===== src/rtl/multi_repeater_pkg.sv =====
// Shared types and constants for the multi-target repeater.
// Package name is rpt_pkg; imported by multi_repeater.
package rpt_pkg;

  // Run controller states
  typedef enum logic [1:0] {
    IDLE   = 2'd0,
    EMIT   = 2'd1,
    WAIT_T = 2'd2,
    WAIT_M = 2'd3
  } rpt_state_e;

  // Pacing modes carried on the MODE input
  localparam logic MODE_SELF = 1'b0;
  localparam logic MODE_EXT  = 1'b1;

endpackage


===== src/rtl/multi_repeater_rise_detect.sv =====
// Registered single-bit rising-edge detector.
// RESET_VAL sets the remembered level after reset, so a line that is
// already high when reset releases does not look like a fresh edge.
module rise_detect #(
  parameter logic RESET_VAL = 1'b1
) (
  input  logic clk_i,
  input  logic reset_i,
  input  logic sig_i,
  output logic rise_o
);

  logic prev_q;

  // Remember the previous sample of the input line
  always_ff @(posedge clk_i) begin
    if (reset_i) begin
      prev_q <= RESET_VAL;
    end else begin
      prev_q <= sig_i;
    end
  end

  assign rise_o = sig_i & ~prev_q;

endmodule


===== src/rtl/multi_repeater.sv =====
// Multi-target repeater: issues a programmable number of one-cycle kicks
// to up to NCH engines, broadcast or one channel at a time in ascending
// index order, with optional external pacing and a post-margin gap.
// Optional feature: define RPT_WATCHDOG_EN to add a WAIT_T watchdog that
// ends a stuck run after WDT_CYCLES cycles and raises ERR.
module multi_repeater
  import rpt_pkg::*;
#(
  parameter int NCH        = 4,
  parameter int CNT_W      = 16,
  parameter int WDT_CYCLES = 65535
) (
  input  logic             CLK,
  input  logic             RESET,
  input  logic             KICK,
  input  logic             ABORT,
  input  logic             MODE,
  input  logic             SEQ,
  input  logic [NCH-1:0]   CH_MASK,
  input  logic [CNT_W-1:0] REPETITION,
  input  logic [CNT_W-1:0] POST_MARGIN,
  input  logic             EXT_TRIG,
  output logic [NCH-1:0]   TARGET_KICK,
  input  logic [NCH-1:0]   TARGET_BUSY,
  output logic             BUSY,
  output logic             DONE,
  output logic             ABORTED,
  output logic             ERR,
  output logic [CNT_W-1:0] COUNT
);

  localparam int IDX_W = (NCH > 1) ? $clog2(NCH) : 1;

  // Lowest set index of mask at or above start; MSB of the result is the found flag
  function automatic logic [IDX_W:0] find_from(input logic [NCH-1:0] mask, input int start);
    logic [IDX_W:0] res;
    res = '0;
    for (int i = NCH - 1; i >= 0; i--) begin
      if (mask[i] && (i >= start)) begin
        res = {1'b1, IDX_W'(i)};
      end
    end
    return res;
  endfunction

  rpt_state_e       state_q, state_d;
  logic             mode_q, mode_d;
  logic             seq_q, seq_d;
  logic [NCH-1:0]   mask_q, mask_d;
  logic [CNT_W-1:0] rep_q, rep_d;
  logic [CNT_W-1:0] margin_q, margin_d;
  logic [CNT_W-1:0] count_q, count_d;
  logic [CNT_W-1:0] mcnt_q, mcnt_d;
  logic [IDX_W-1:0] chan_q, chan_d;
  logic [IDX_W-1:0] first_ch_q, first_ch_d;
  logic             rep_first_q, rep_first_d;
  logic [NCH-1:0]   kick_q, kick_d;
  logic             done_q, done_d;
  logic             aborted_q, aborted_d;
`ifdef RPT_WATCHDOG_EN
  logic             err_q, err_d;
  logic [31:0]      wdt_q, wdt_d;
`else
  logic             wdt_unused;
  assign wdt_unused = (WDT_CYCLES != 0);
`endif

  logic             kick_rise;
  logic             trig_rise;
  logic [NCH-1:0]   kicked_mask;
  logic             targets_idle;
  logic             trig_ok;
  logic             fire;
  logic [IDX_W:0]   start_hit;
  logic [IDX_W:0]   next_hit;
  logic             end_chk;

  rise_detect #(.RESET_VAL(1'b1)) u_kick_rise (
    .clk_i  (CLK),
    .reset_i(RESET),
    .sig_i  (KICK),
    .rise_o (kick_rise)
  );

  rise_detect #(.RESET_VAL(1'b1)) u_trig_rise (
    .clk_i  (CLK),
    .reset_i(RESET),
    .sig_i  (EXT_TRIG),
    .rise_o (trig_rise)
  );

  // Channels hit by the next kick: whole mask in broadcast, only the current channel in sequential
  always_comb begin
    kicked_mask = mask_q;
    if (seq_q) begin
      for (int i = 0; i < NCH; i++) begin
        kicked_mask[i] = (chan_q == IDX_W'(i));
      end
    end
  end

  assign targets_idle = ((TARGET_BUSY & kicked_mask) == '0);
  assign trig_ok      = (mode_q != MODE_EXT) || !rep_first_q || trig_rise;
  assign fire         = targets_idle && trig_ok;
  assign start_hit    = find_from(CH_MASK, 0);
  assign next_hit     = find_from(mask_q, int'(chan_q) + 1);

  // State register and all run bookkeeping, synchronous reset
  always_ff @(posedge CLK) begin
    if (RESET) begin
      state_q     <= IDLE;
      mode_q      <= MODE_SELF;
      seq_q       <= 1'b0;
      mask_q      <= '0;
      rep_q       <= '0;
      margin_q    <= '0;
      count_q     <= '0;
      mcnt_q      <= '0;
      chan_q      <= '0;
      first_ch_q  <= '0;
      rep_first_q <= 1'b0;
      kick_q      <= '0;
      done_q      <= 1'b0;
      aborted_q   <= 1'b0;
`ifdef RPT_WATCHDOG_EN
      err_q       <= 1'b0;
      wdt_q       <= '0;
`endif
    end else begin
      state_q     <= state_d;
      mode_q      <= mode_d;
      seq_q       <= seq_d;
      mask_q      <= mask_d;
      rep_q       <= rep_d;
      margin_q    <= margin_d;
      count_q     <= count_d;
      mcnt_q      <= mcnt_d;
      chan_q      <= chan_d;
      first_ch_q  <= first_ch_d;
      rep_first_q <= rep_first_d;
      kick_q      <= kick_d;
      done_q      <= done_d;
      aborted_q   <= aborted_d;
`ifdef RPT_WATCHDOG_EN
      err_q       <= err_d;
      wdt_q       <= wdt_d;
`endif
    end
  end

  // Next-state logic: start, kick emission, completion tracking, end-check, abort override
  always_comb begin
    state_d     = state_q;
    mode_d      = mode_q;
    seq_d       = seq_q;
    mask_d      = mask_q;
    rep_d       = rep_q;
    margin_d    = margin_q;
    count_d     = count_q;
    mcnt_d      = mcnt_q;
    chan_d      = chan_q;
    first_ch_d  = first_ch_q;
    rep_first_d = rep_first_q;
    kick_d      = '0;
    done_d      = 1'b0;
    aborted_d   = aborted_q;
    end_chk     = 1'b0;
`ifdef RPT_WATCHDOG_EN
    err_d       = err_q;
    wdt_d       = wdt_q;
`endif

    case (state_q)
      IDLE: begin
        if (kick_rise && !ABORT) begin
          mode_d      = MODE;
          seq_d       = SEQ;
          mask_d      = CH_MASK;
          rep_d       = REPETITION;
          margin_d    = POST_MARGIN;
          count_d     = '0;
          aborted_d   = 1'b0;
`ifdef RPT_WATCHDOG_EN
          err_d       = 1'b0;
`endif
          if (!start_hit[IDX_W]) begin
            done_d = 1'b1;
          end else begin
            state_d     = EMIT;
            chan_d      = start_hit[IDX_W-1:0];
            first_ch_d  = start_hit[IDX_W-1:0];
            rep_first_d = 1'b1;
          end
        end
      end

      EMIT: begin
        if (fire) begin
          kick_d      = kicked_mask;
          rep_first_d = 1'b0;
          if (rep_first_q) begin
            count_d = count_q + 1'b1;
          end
          state_d = WAIT_T;
`ifdef RPT_WATCHDOG_EN
          wdt_d   = '0;
`endif
        end
      end

      WAIT_T: begin
        if ((kick_q == '0) && targets_idle) begin
          if (seq_q && next_hit[IDX_W]) begin
            chan_d  = next_hit[IDX_W-1:0];
            state_d = EMIT;
          end else begin
            chan_d = first_ch_q;
            if (margin_q != '0) begin
              mcnt_d  = margin_q - 1'b1;
              state_d = WAIT_M;
            end else begin
              end_chk = 1'b1;
            end
          end
        end
`ifdef RPT_WATCHDOG_EN
        else if (wdt_q == 32'(WDT_CYCLES - 1)) begin
          state_d = IDLE;
          done_d  = 1'b1;
          err_d   = 1'b1;
        end else begin
          wdt_d = wdt_q + 32'd1;
        end
`endif
      end

      WAIT_M: begin
        if (mcnt_q == '0) begin
          end_chk = 1'b1;
        end else begin
          mcnt_d = mcnt_q - 1'b1;
        end
      end

      default: begin
        state_d = IDLE;
      end
    endcase

    if (end_chk) begin
      if ((rep_q != '0) && (count_q == rep_q)) begin
        state_d = IDLE;
        done_d  = 1'b1;
      end else begin
        state_d     = EMIT;
        rep_first_d = 1'b1;
      end
    end

    if (ABORT && (state_q != IDLE)) begin
      state_d   = IDLE;
      kick_d    = '0;
      done_d    = 1'b1;
      aborted_d = 1'b1;
    end
  end

  // Outputs come straight from registers or the state
  always_comb begin
    TARGET_KICK = kick_q;
    BUSY        = (state_q != IDLE);
    DONE        = done_q;
    ABORTED     = aborted_q;
    COUNT       = count_q;
`ifdef RPT_WATCHDOG_EN
    ERR         = err_q;
`else
    ERR         = 1'b0;
`endif
  end

endmodule

===== config.mk =====
export PLATFORM = sky130hd
export DESIGN_NAME = multi_repeater
export DESIGN_NICKNAME = d
export VERILOG_FILES = /design/src/rtl/multi_repeater_pkg.sv /design/src/rtl/multi_repeater_rise_detect.sv /design/src/rtl/multi_repeater.sv
export SDC_FILE = /design/constraint.sdc
export NUM_CORES = 1
export LEC_CHECK = 0
export ABC_AREA = 1
export BUFFER_PORTS_ARGS = -buffer_cell sky130_fd_sc_hd__buf_2
export CORE_ASPECT_RATIO = 1.4
export CORE_MARGIN = 1
export CORE_UTILIZATION = 60
export CTS_CLUSTER_DIAMETER = 40
export DETAILED_ROUTE_END_ITERATION = 6
export GPL_TIMING_DRIVEN = 0
export PLACE_DENSITY = 0.84
export SYNTH_ARGS = -nofsm -noshare
export SYNTH_HDL_FRONTEND = slang
export SYNTH_SLANG_ARGS = --single-unit

===== constraint.sdc =====
create_clock -name CLK -period 3.9 [get_ports CLK]
set_input_delay 0.78 -clock CLK [delete_from_list [all_inputs] [get_ports CLK]]
set_output_delay 0.78 -clock CLK [all_outputs]
set_load 0.1 [all_outputs]

==> metrics.md, run 1 <==
| Metric | Value |
|---|---|
| Outcome | finished, final reports clean |
| Period minus WS final | 2.59 ns |
| Initial Util | 62.7% |
| First-pass GRT wire length | 22000 microns |
| FF-to-FF setup slack | 1.31 ns |
| Post-synthesis cell count | 708 |
| Final worst slack | 1.31 ns |
| Post-CTS setup buffer count | 0 |
| Critical Path Start Type | register |
| Crit Path Class | register to output port |
| Tcrit/Tclk final | 66.5% |
| Gr usage total | 34.7% |
| Top cell type's share of synthesized area | 36.4% |
| Final Cell Area | 5330 sq um |
| CORE AREA | 7450 sq um |
| Yosys reg bits | 85 |
| PD cells | 538 nW/um^2 |
| Inst Count DP | 873 |
| MaxCap Viol Count | 0 |
| Sum Neg Setup Slack | 0 ns |
| WHS Path Cells | 2 |
| Hold Startpoint | first_ch_q[0] |
| Die H | 106 microns |
| Longest Clk Path Bufs | 2 |
| Crit path capture | BUSY |
| Asr flop ratio synth | 0% |
| # nets final | 841 |
| Clock Latency Late Sink | 0.37 ns |
| Initial detailed-routing violation count | 385 |
| DRC errors left | 0 |
| DP Area | 5130 sq um |
| RR Endpoint | margin_q[4] |
| Dominant cell type by area after synthesis | dfxtp_1 |
| Number of buffers created by CTS | 9 |
| Synthesis-to-finish area growth | 14.1% |
| Initial antenna violation count | 0 |
| Final Hold Viols | 0 |
| Detail Route Antenna Nets | 0 |
| Reg2reg start | state_q[1] |
| Max rail drop VDD | 0.000334 V |
| CP startpoint | state_q[1] |
| Multi-input gate area | 2520 sq um |
| Post-Syn Area | 4670 sq um |
| 1st-pass router iterations | 5 |
| Worst Tran Pin Value | 0.667 ns |
| N_diodes | 0 |
| Via-to-Cell Ratio | 5.56 |
| Leakage power | 2.40 nW |
| Total gr overflow | 0 |
| R2R depth | 8 |
| Worst path required time | 3.12 ns |
| Post-Layout Cell Count | 889 |
| Clk slew on worst S/H paths | 0.09 ns |
| Max Slew Vio Count | 0 |
| GPL Wtd Cong | 0.972 |
| Die area | 8150 sq um |
| Crit. End Element | output port |
| Via count | 4941 |
| Pre-CTS setup slack | 1.34 ns |
| RSZ-0062 raised after global routing | false |
| Synth area leaders | dfxtp_1, nand2_1, nor2_1 |
| Ports | 71 |
| Total Power | 2.87 mW |
| Synth cell types | 39 |
| Hold slack | 0.456 ns |
| Wire length per cell | 15.4 microns |
| Worst hold path class | register to register |
| Final-report setup violation count | 0 |
| Std cell rows | 37 |
| Detail Placement HPWL | 10500 microns |
| FILL cells | 691 |
| CTS root buf | clkbuf_8 |
| CTS Hold Bufs | 0 |
| Register area | 1700 sq um |
| Post_cts resized | 0 |
| Drt total wl | 13700 microns |
| Largest net degree at the start of global routing | 16 |
| Die W | 76.6 microns |
| Syn Area/Cell | 6.60 sq um |
| Top FF cell, synth | dfxtp_1 |
| Clock skew | 0.00781 ns |
| Depth of the CTS H-tree | 3 |
| Number of synthesized flops with an enable pin | 0 |
| Clock sink count | 85 |
| Total number of yosys warnings | 0 |
| Core Util, Final | 71.5% |
| Share of cells above drive strength 1 | 14.6% |
| Highest Clock Rate | 386 MHz |
| Part of the Yosys area used for sequential elements | 36.4% |
| Slew HR | 55.5% |
| CTS tree | built |
| Synth Net Count | 762 |
| Port Buffer Count | 68 |
| Arrival @ worst endpoint | 1.81 ns |
| Critical path peak fanout | 7 |
| Number of global-route vias before repair | 4655 |
==> cell usage after synthesis, types with 2 or more instances <==
cell type,instances
nor3_2,3
nor2_2,6
nor2_1,120
o22ai_1,4
inv_1,81
buf_6,4
nand2_2,4
nand3_1,32
buf_2,2
a21oi_1,59
clkbuf_1,15
nand2_1,130
o21ai_1,6
nand4_1,13
inv_2,4
xnor2_1,13
ha_1,7
o21ai_2,2
dfxtp_1,85
xor2_1,17
nor3_1,13
o21ai_0,66
nor4_1,5
or2_2,2
==> cell families after synthesis <==
group,Yosys count,synth area share [%]
fa+ha+maj,7,1.88
other cells,1,0.0803
compound gates,143,15.9
xor+xnor,30,5.63
buf+inv,110,9.64
flops,85,36.4
simple gates,332,30.4
==> layout make-up <==
class	instances	share of cell area, %
plain buffers	24	2.39
clock buffers	9	2.32
clock inverters	7	1.41
inverters	86	6.05
multi-input cells	513	47.2
flip-flops and latches	85	31.9
well taps	97	2.28
repair buffers	68	6.38
==> power breakdown <==
part,leakage (nW),internal (mW),switching [mW]
registers,0.690,0.967,0.0880
clock network,0.104,0.299,0.341
logic,1.61,0.380,0.793
total,2.40,1.65,1.22
==> sequential cells by signal, indices dropped and copies added, names as in the netlist, 2 cells and up <==
signal,cells
rep_q,16
state_q,2
TARGET_KICK,4
COUNT,16
margin_q,16
chan_q,2
first_ch_q,2
mcnt_q,16
mask_q,4
==> worst max-delay path, stage by stage (launching register included) <==
cell	delay, ns
dfxtp_1	0.39
inv_1	0.11
ha_1	0.26
inv_1	0.20
buf_2	0.48
==> cell usage in the layout (no fill, tap or decap), drive strengths merged, types with 13 or more instances in the layout <==
cell type / n
a21oi: 59
buf: 76
clkbuf: 25
dfxtp: 85
inv: 86
nand2: 135
nand3: 33
nand4: 13
nor2: 126
nor3: 16
o21ai: 74
xnor2: 13
xor2: 17
==> worst min-delay path by stage <==
| stage | endpoint |
|---|---|
| 6_report | first_ch_q[0] |
| 5_1_grt | first_ch_q[0] |
| 4_1_cts | first_ch_q[0] |
| 3_5_place_dp | first_ch_q[0] |
| 3_3_place_gp | first_ch_q[0] |
| 2_1_floorplan | first_ch_q[0] |
==> metal layers <==
metal	up-vias	global-route usage [%]	wire, microns
met1	2285	37.2	5470
li1	2443	-	-
met2	170	64.6	7040
met3	43	4.55	574
met4	0	19.9	622
met5	-	0	0
Power figures use the tool's default switching activity.
==> run 2, diff against run 1 <==
--- a/config.mk
+++ b/config.mk
@@ -9,11 +9,11 @@
 export BUFFER_PORTS_ARGS = -buffer_cell sky130_fd_sc_hd__buf_2
 export CORE_ASPECT_RATIO = 1.4
 export CORE_MARGIN = 1
-export CORE_UTILIZATION = 60
+export CORE_UTILIZATION = 57
 export CTS_CLUSTER_DIAMETER = 40
 export DETAILED_ROUTE_END_ITERATION = 6
 export GPL_TIMING_DRIVEN = 0
-export PLACE_DENSITY = 0.84
+export PLACE_DENSITY = 0.8
 export SYNTH_ARGS = -nofsm -noshare
 export SYNTH_HDL_FRONTEND = slang
 export SYNTH_SLANG_ARGS = --single-unit
==> constraint.sdc (replaced) <==
create_clock -name CLK -period 2.4 [get_ports CLK]
set_input_delay 0.48 -clock CLK [delete_from_list [all_inputs] [get_ports CLK]]
set_output_delay 0.48 -clock CLK [all_outputs]
set_load 0.1 [all_outputs]
==> metrics.md, run 2 (synthesis results as in run 1) <==
| Metric | Value |
|---|---|
| Worst hold path class | primary input to register |
| N_diodes | 0 (unchanged) |
| Worst path required time | 1.92 ns (-1.20 ns) |
| Period minus WS final | 2.25 ns |
| Leakage power | 2.39 nW (-0.61%) |
| Final Hold Viols | 0 (unchanged) |
| Critical path peak fanout | 7 (unchanged) |
| Sum Neg Setup Slack | 0 ns (unchanged) |
| Detail Placement HPWL | 10600 microns (+1.2%) |
| Gr usage total | 33.5% (-1.2 points) |
| Total gr overflow | 0 (unchanged) |
| Most common cell after layout, fill and taps aside | nand2_1 |
| Reg2reg start | state_q[1] |
| # nets final | 841 (unchanged) |
| Clock Latency Late Sink | 0.37 ns (about the same) |
| Internal power | 2.73 mW (+66%) |
| Highest Clock Rate | 445 MHz |
| CP startpoint | state_q[0] |
| Detail Route Antenna Nets | 0 (unchanged) |
| Port Buffer Count | 68 (unchanged) |
| Most frequent cells in the layout | nand2_1, nor2_1, dfxtp_1, inv_1, buf_2 |
| Longest Clk Path Bufs | 2 (unchanged) |
| First-pass GRT wire length | 21600 microns (-1.6%) |
| Slew HR | 58.8% (+3.3 points) |
| Drt total wl | 13700 microns (-0.26%) |
| Die H | 109 microns (+2.5%) |
| Net Switching | 1.96 mW (+61%) |
| DP Area | 5140 sq um (+0.15%) |
| DRC errors left | 0 (unchanged) |
| Initial detailed-routing violation count | 352 (-8.6%) |
| Post-CTS setup buffer count | 0 (unchanged) |
| CORE AREA | 7850 sq um (+5.3%) |
| Outcome | finished, final reports clean |
| Synthesis-to-finish area growth | 14.5% |
| Clock sink count | 85 (unchanged) |
| GPL Wtd Cong | 0.970 (-0.14%) |
| Max rail drop VDD | 0.000647 V (+94%) |
| MaxCap Viol Count | 0 (unchanged) |
| Final Cell Area | 5350 sq um (+0.31%) |
| Via-to-Cell Ratio | 5.53 (-0.51%) |
| Clock network power share | 22.6% (+0.3 points) |
| Arrival @ worst endpoint | 1.77 ns (-0.04 ns) |
| Post_cts resized | 0 (unchanged) |
| Ports | 71 (unchanged) |
| Initial Util | 59.5% (-3.1 points) |
| FILL cells | 755 (+9.3%) |
| Switching Fraction | 41.9% (-0.73 points) |
| Largest net degree at the start of global routing | 14 (-2) |
| PD cells | 877 nW/um^2 (+63%) |
| Die area | 8570 sq um (+5.1%) |
| Wire length per cell | 15.3 microns (-0.49%) |
| Clock skew | 0.0134 ns (+0.00558 ns) |
| Worst Tran Pin Value | 0.618 ns (-0.0492 ns) |
| Max Slew Vio Count | 0 (unchanged) |
| CTS root buf | clkbuf_8 |
| Final-report setup violation count | 0 (unchanged) |
| Hold Startpoint | EXT_TRIG |
| Std cell rows | 38 (+2.7%) |
| Gate power share | 40.8% (about the same) |
| Die W | 78.5 microns (+2.5%) |
| Depth of the CTS H-tree | 3 (unchanged) |
| Crit Path Class | register to output port |
| Via count | 4927 (-0.28%) |
| Final worst slack | 0.151 ns (-1.16 ns) |
| Crit. End Element | output port |
| FF-to-FF setup slack | 0.21 ns (-1.10 ns) |
| Tcrit/Tclk final | 93.7% |
| CTS tree | built |
| Number of buffers created by CTS | 9 (unchanged) |
| Critical Path Start Type | register |
| CTS Hold Bufs | 0 (unchanged) |
| Number of global-route vias before repair | 4686 (+0.67%) |
| Core Util, Final | 68.2% (-3.4 points) |
| Flop pwr share | 36.6% (-0.2 points) |
| Initial antenna violation count | 0 (unchanged) |
| Inst Count DP | 876 (+0.34%) |
| RSZ-0062 raised after global routing | false |
| Post-Layout Cell Count | 891 (+0.22%) |
| Pre-CTS setup slack | 0.0736 ns (-1.27 ns) |
| Share of cells above drive strength 1 | 15.0% (+0.40 points) |
| 1st-pass router iterations | 5 (unchanged) |
| Clk slew on worst S/H paths | 0.08 ns (about the same) |
## run 2: cell types whose count changed in the layout (fill, tap and decap cells not counted)
| cell | change |
|---|---|
| nor2_2 | +1 |
| o21ai_0 | -1 |
| inv_1 | -1 |
| ha_1 | -1 |
| ha_2 | +1 |
| o21ai_1 | +1 |
| clkinvlp_4 | +3 |
| clkinv_4 | -3 |
| clkbuf_2 | +2 |
| clkbuf_1 | -1 |
| inv_6 | -1 |
| nor2_1 | -1 |
| clkbuf_8 | +2 |
| clkinv_2 | -2 |
## run 2: stage by stage
| step | hold WS, ns | power (mW) |
|---|---|---|
| CTS | 0.317 | 4.67 |
| global placement | 0.436 | 3.56 |
| detailed placement | 0.447 | 3.61 |
| global route | 0.325 | 4.98 |
| floorplan | 0.425 | 3.17 |
| finish | 0.327 | 4.69 |
## run 2: worst paths after layout
kind | to | cells past startpoint
worst max-delay path | BUSY | 4
worst min-delay path | u_trig_rise.prev_q | 3
worst max register to register | COUNT[2] | 9
worst min register to register | first_ch_q[0] | 2
## run 2: critical path: stages, from the launching register on
cell and delay, ns:
dfxtp_1 0.39, inv_1 0.10, ha_1 0.30, clkinvlp_4 0.16, buf_2 0.44
## run 2: per-layer routing
layer | global-route usage (%) | wire length, microns | vias up
met2 | 59.9 | 6800 | 196
met5 | 0 | 0 | -
met3 | 6.11 | 772 | 67
li1 | - | - | 2445
met4 | 26.9 | 934 | 0
met1 | 33.8 | 5160 | 2219
## run 2: area by class of cell
| type | instances | area [sq um] | share of cell area (%) |
|---|---|---|---|
| buffer | 24 | 130 | 2.43 |
| clock buffer | 12 | 155 | 2.90 |
| clock inverter | 3 | 45.0 | 0.842 |
| inverter | 86 | 327 | 6.11 |
| multi-input combinational | 513 | 2520 | 47.2 |
| sequential | 85 | 1700 | 31.8 |
| tap | 100 | 125 | 2.34 |
| timing repair buffer | 68 | 340 | 6.36 |
## run 2: power groups by stage
stage | sequential, mW | combinational, mW | clock (mW)
6_report | 1.72 | 1.91 | 1.06
3_3_place_gp | 1.74 | 1.82 | 0
4_1_cts | 1.71 | 1.89 | 1.06
2_1_floorplan | 1.77 | 1.41 | 0
5_1_grt | 1.74 | 2.11 | 1.13
3_5_place_dp | 1.74 | 1.87 | 0
==> run 3, diff against run 2 <==
--- a/config.mk
+++ b/config.mk
@@ -16,4 +16,5 @@
 export PLACE_DENSITY = 0.8
 export SYNTH_ARGS = -nofsm -noshare
 export SYNTH_HDL_FRONTEND = slang
+export SYNTH_HIERARCHICAL = 1
 export SYNTH_SLANG_ARGS = --single-unit
==> metrics.md, run 3 <==
| Metric | Value |
|---|---|
| Initial antenna violation count | 0 (unchanged) |
| Dominant cell type by area after synthesis | dfxtp_1 |
| Share of cells above drive strength 1 | 15.7% (+0.63 points) |
| CTS Hold Bufs | 0 (unchanged) |
| Depth of the CTS H-tree | 3 (unchanged) |
| Die H | 109 microns (+0.18%) |
| Outcome | finished, final reports clean |
| Highest Clock Rate | 465 MHz (+4.6%) |
| Top cells by count, synth | nor2_1, nand2_1, dfxtp_1, inv_1, o21ai_0 |
| Max rail drop VDD | 0.000457 V (-29%) |
| Number of global-route vias before repair | 4579 (-2.3%) |
| Tcrit/Tclk final | 89.6% (-4.1 points) |
| Crit. End Element | register |
| Synth cell types | 37 (-5.1%) |
| Period minus WS final | 2.15 ns (-0.0981 ns) |
| Post-synthesis cell count | 708 (unchanged) |
| Clock Latency Late Sink | 0.36 ns (about the same) |
| Crit Path Class | register to register |
| Syn Area/Cell | 6.62 sq um (+0.38%) |
| Std cell rows | 38 (unchanged) |
| Top FF cell, synth | dfxtp_1 |
| Synth Net Count | 762 (unchanged) |
| MaxCap Viol Count | 0 (unchanged) |
| Top cell type's share of synthesized area | 36.3% (-0.14 points) |
| Asr flop ratio synth | 0% (unchanged) |
| Synth area leaders | dfxtp_1, nor2_1, nand2_1 |
| Worst hold path class | primary input to register |
| Critical path peak fanout | 10 (+3) |
| Final Hold Viols | 0 (unchanged) |
| Port Buffer Count | 69 (+1.5%) |
| Ports | 71 (unchanged) |
| Part of the Yosys area used for sequential elements | 36.3% (-0.14 points) |
| Clk slew on worst S/H paths | 0.08 ns (about the same) |
| Leakage power | 2.39 nW (about the same) |
| CORE AREA | 7850 sq um (unchanged) |
| Total gr overflow | 0 (unchanged) |
| Final-report setup violation count | 0 (unchanged) |
| N_diodes | 0 (unchanged) |
| CTS tree | built |
| CTS root buf | clkbuf_8 |
| Slew HR | 61.4% (+2.6 points) |
| Longest Clk Path Bufs | 2 (unchanged) |
| Die W | 78.7 microns (+0.18%) |
| Initial detailed-routing violation count | 247 (-30%) |
| Most frequent cells in the layout | nor2_1, nand2_1, dfxtp_1, buf_2, inv_1 |
| Number of buffers created by CTS | 9 (unchanged) |
| Post-CTS setup buffer count | 0 (unchanged) |
| Clock sink count | 85 (unchanged) |
| Via count | 4925 (-0.041%) |
| First-pass GRT wire length | 20600 microns (-4.5%) |
| Synthesis-to-finish area growth | 13.6% |
| Yosys reg bits | 85 (unchanged) |
| Largest net degree at the start of global routing | 13 (-1) |
| DRC errors left | 0 (unchanged) |
| # nets final | 842 (+0.12%) |
| Number of synthesized flops with an enable pin | 0 (unchanged) |
| Critical Path Start Type | register |
| Most common cell after layout, fill and taps aside | nor2_1 |
| Initial Util | 59.8% (+0.22 points) |
| Arrival @ worst endpoint | 2.42 ns (+0.65 ns) |
| RSZ-0062 raised after global routing | false |
| GPL Wtd Cong | 0.970 (unchanged) |
| Via-to-Cell Ratio | 5.53 (about the same) |
| PD cells | 792 nW/um^2 (-9.7%) |
| Die area | 8600 sq um (+0.37%) |
| Count leader, synth | nor2_1 |
| Worst path required time | 2.66 ns (+0.74 ns) |
| Sum Neg Setup Slack | 0 ns (unchanged) |
| Worst Tran Pin Value | 0.574 ns (-0.0437 ns) |
| Max Slew Vio Count | 0 (unchanged) |
| Wire length per cell | 14.5 microns (-5.7%) |
| 1st-pass router iterations | 5 (unchanged) |
| Drt total wl | 12900 microns (-5.7%) |
| Post-Syn Area | 4690 sq um (+0.38%) |
| Clock skew | 0.0102 ns (-0.00321 ns) |
| Total Power | 4.22 mW (-10%) |
| Detail Placement HPWL | 10000 microns (-5.8%) |
| Gr usage total | 31.2% (-2.3 points) |
| Total number of yosys warnings | 6 (+6) |
| Detail Route Antenna Nets | 0 (unchanged) |
[run 3: cell types whose count changed after synthesis, sizes merged, moves of 2 or more]
| cell | previous run | this run |
|---|---|---|
| a21oi | 59 | 52 |
| clkbuf | 16 | 19 |
| inv | 85 | 71 |
| nand2 | 135 | 138 |
| nand3 | 33 | 31 |
| nand3b | 0 | 3 |
| nand4 | 13 | 8 |
| nor2 | 126 | 143 |
| nor4 | 6 | 9 |
| o22ai | 4 | 2 |
| or2 | 2 | 0 |
[run 3: critical path, cell delays in order, from the launching register on]
cell,delay (ns)
dfxtp_1,0.39
ha_2,0.27
buf_4,0.19
o21a_1,0.20
ha_1,0.21
nand2_1,0.17
nor2_1,0.21
nand2_1,0.08
xor2_1,0.14
o21ai_0,0.14
nor2_1,0.05
[run 3: stage by stage]
stage                     std cells  util (%)  setup slack, ns  hold slack [ns]  instance area [sq um]
after floorplan                 708         -           0.0217            0.429                   4690
after global placement          877      65.8          -0.0378            0.446                   5160
after detailed placement        877      65.8          -0.0790            0.456                   5160
after CTS                       891      67.7            0.108            0.300                   5310
after global routing            891      67.9           0.0162            0.316                   5330
final                           891      67.9            0.249            0.315                   5330
[run 3: kinds of logic (layout without fill, tap and decap cells)]
group	Yosys count	in the layout	share of synthesized area, %
AND/OR/NAND/NOR	349	349	31.2
AO/OA/AOI/OAI	136	136	15.9
buffers and inverters	99	182	8.89
flip-flops	85	85	36.3
XOR/XNOR	31	31	5.79
adder cells (fa/ha/maj)	7	7	1.87
other	1	1	0.0800
[run 3: cell type report]
class                           instances  area, sq um
Multi-Input combinational cell        524         2590
Tap cell                              100          125
Timing Repair Buffer                   69          345
Buffer                                 28          150
Fill cell                             735         2520
Sequential cell                        85         1700
Clock inverter                          3         15.0
Clock buffer                           11          131
Inverter                               71          270
[run 3: timing repair]
action,CTS,global route
resized for setup,1,4
setup endpoints to repair,32,41
pin swaps,0,0
endpoints found under the hold margin,0,0
[run 3: layer usage]
layer / track usage [%] / share of wire, % / vias to the layer above
li1: - / - / 2433
met1: 31.8 / 38 / 2266
met2: 56.9 / 51 / 171
met3: 6.06 / 5.5 / 55
met4: 21.4 / 5.4 / 0
met5: 0 / 0 / -
[run 3: power by group]
group / switching [mW] / internal, mW / leakage [nW]
logic: 1.02 / 0.531 / 1.62
clock network: 0.503 / 0.361 / 0.0788
registers: 0.199 / 1.60 / 0.690
total: 1.72 / 2.49 / 2.39
[run 3: path summary, 6_finish.rpt]
check	from	endpoint	slack (ns)	cells past startpoint
worst max-delay path	state_q[0]	mcnt_q[10]	0.25	10
worst min-delay path	EXT_TRIG	u_trig_rise/prev_q	0.32	3
worst max register to register	state_q[0]	mcnt_q[10]	0.25	10
worst min register to register	mask_q[0]	mask_q[0]	0.48	2
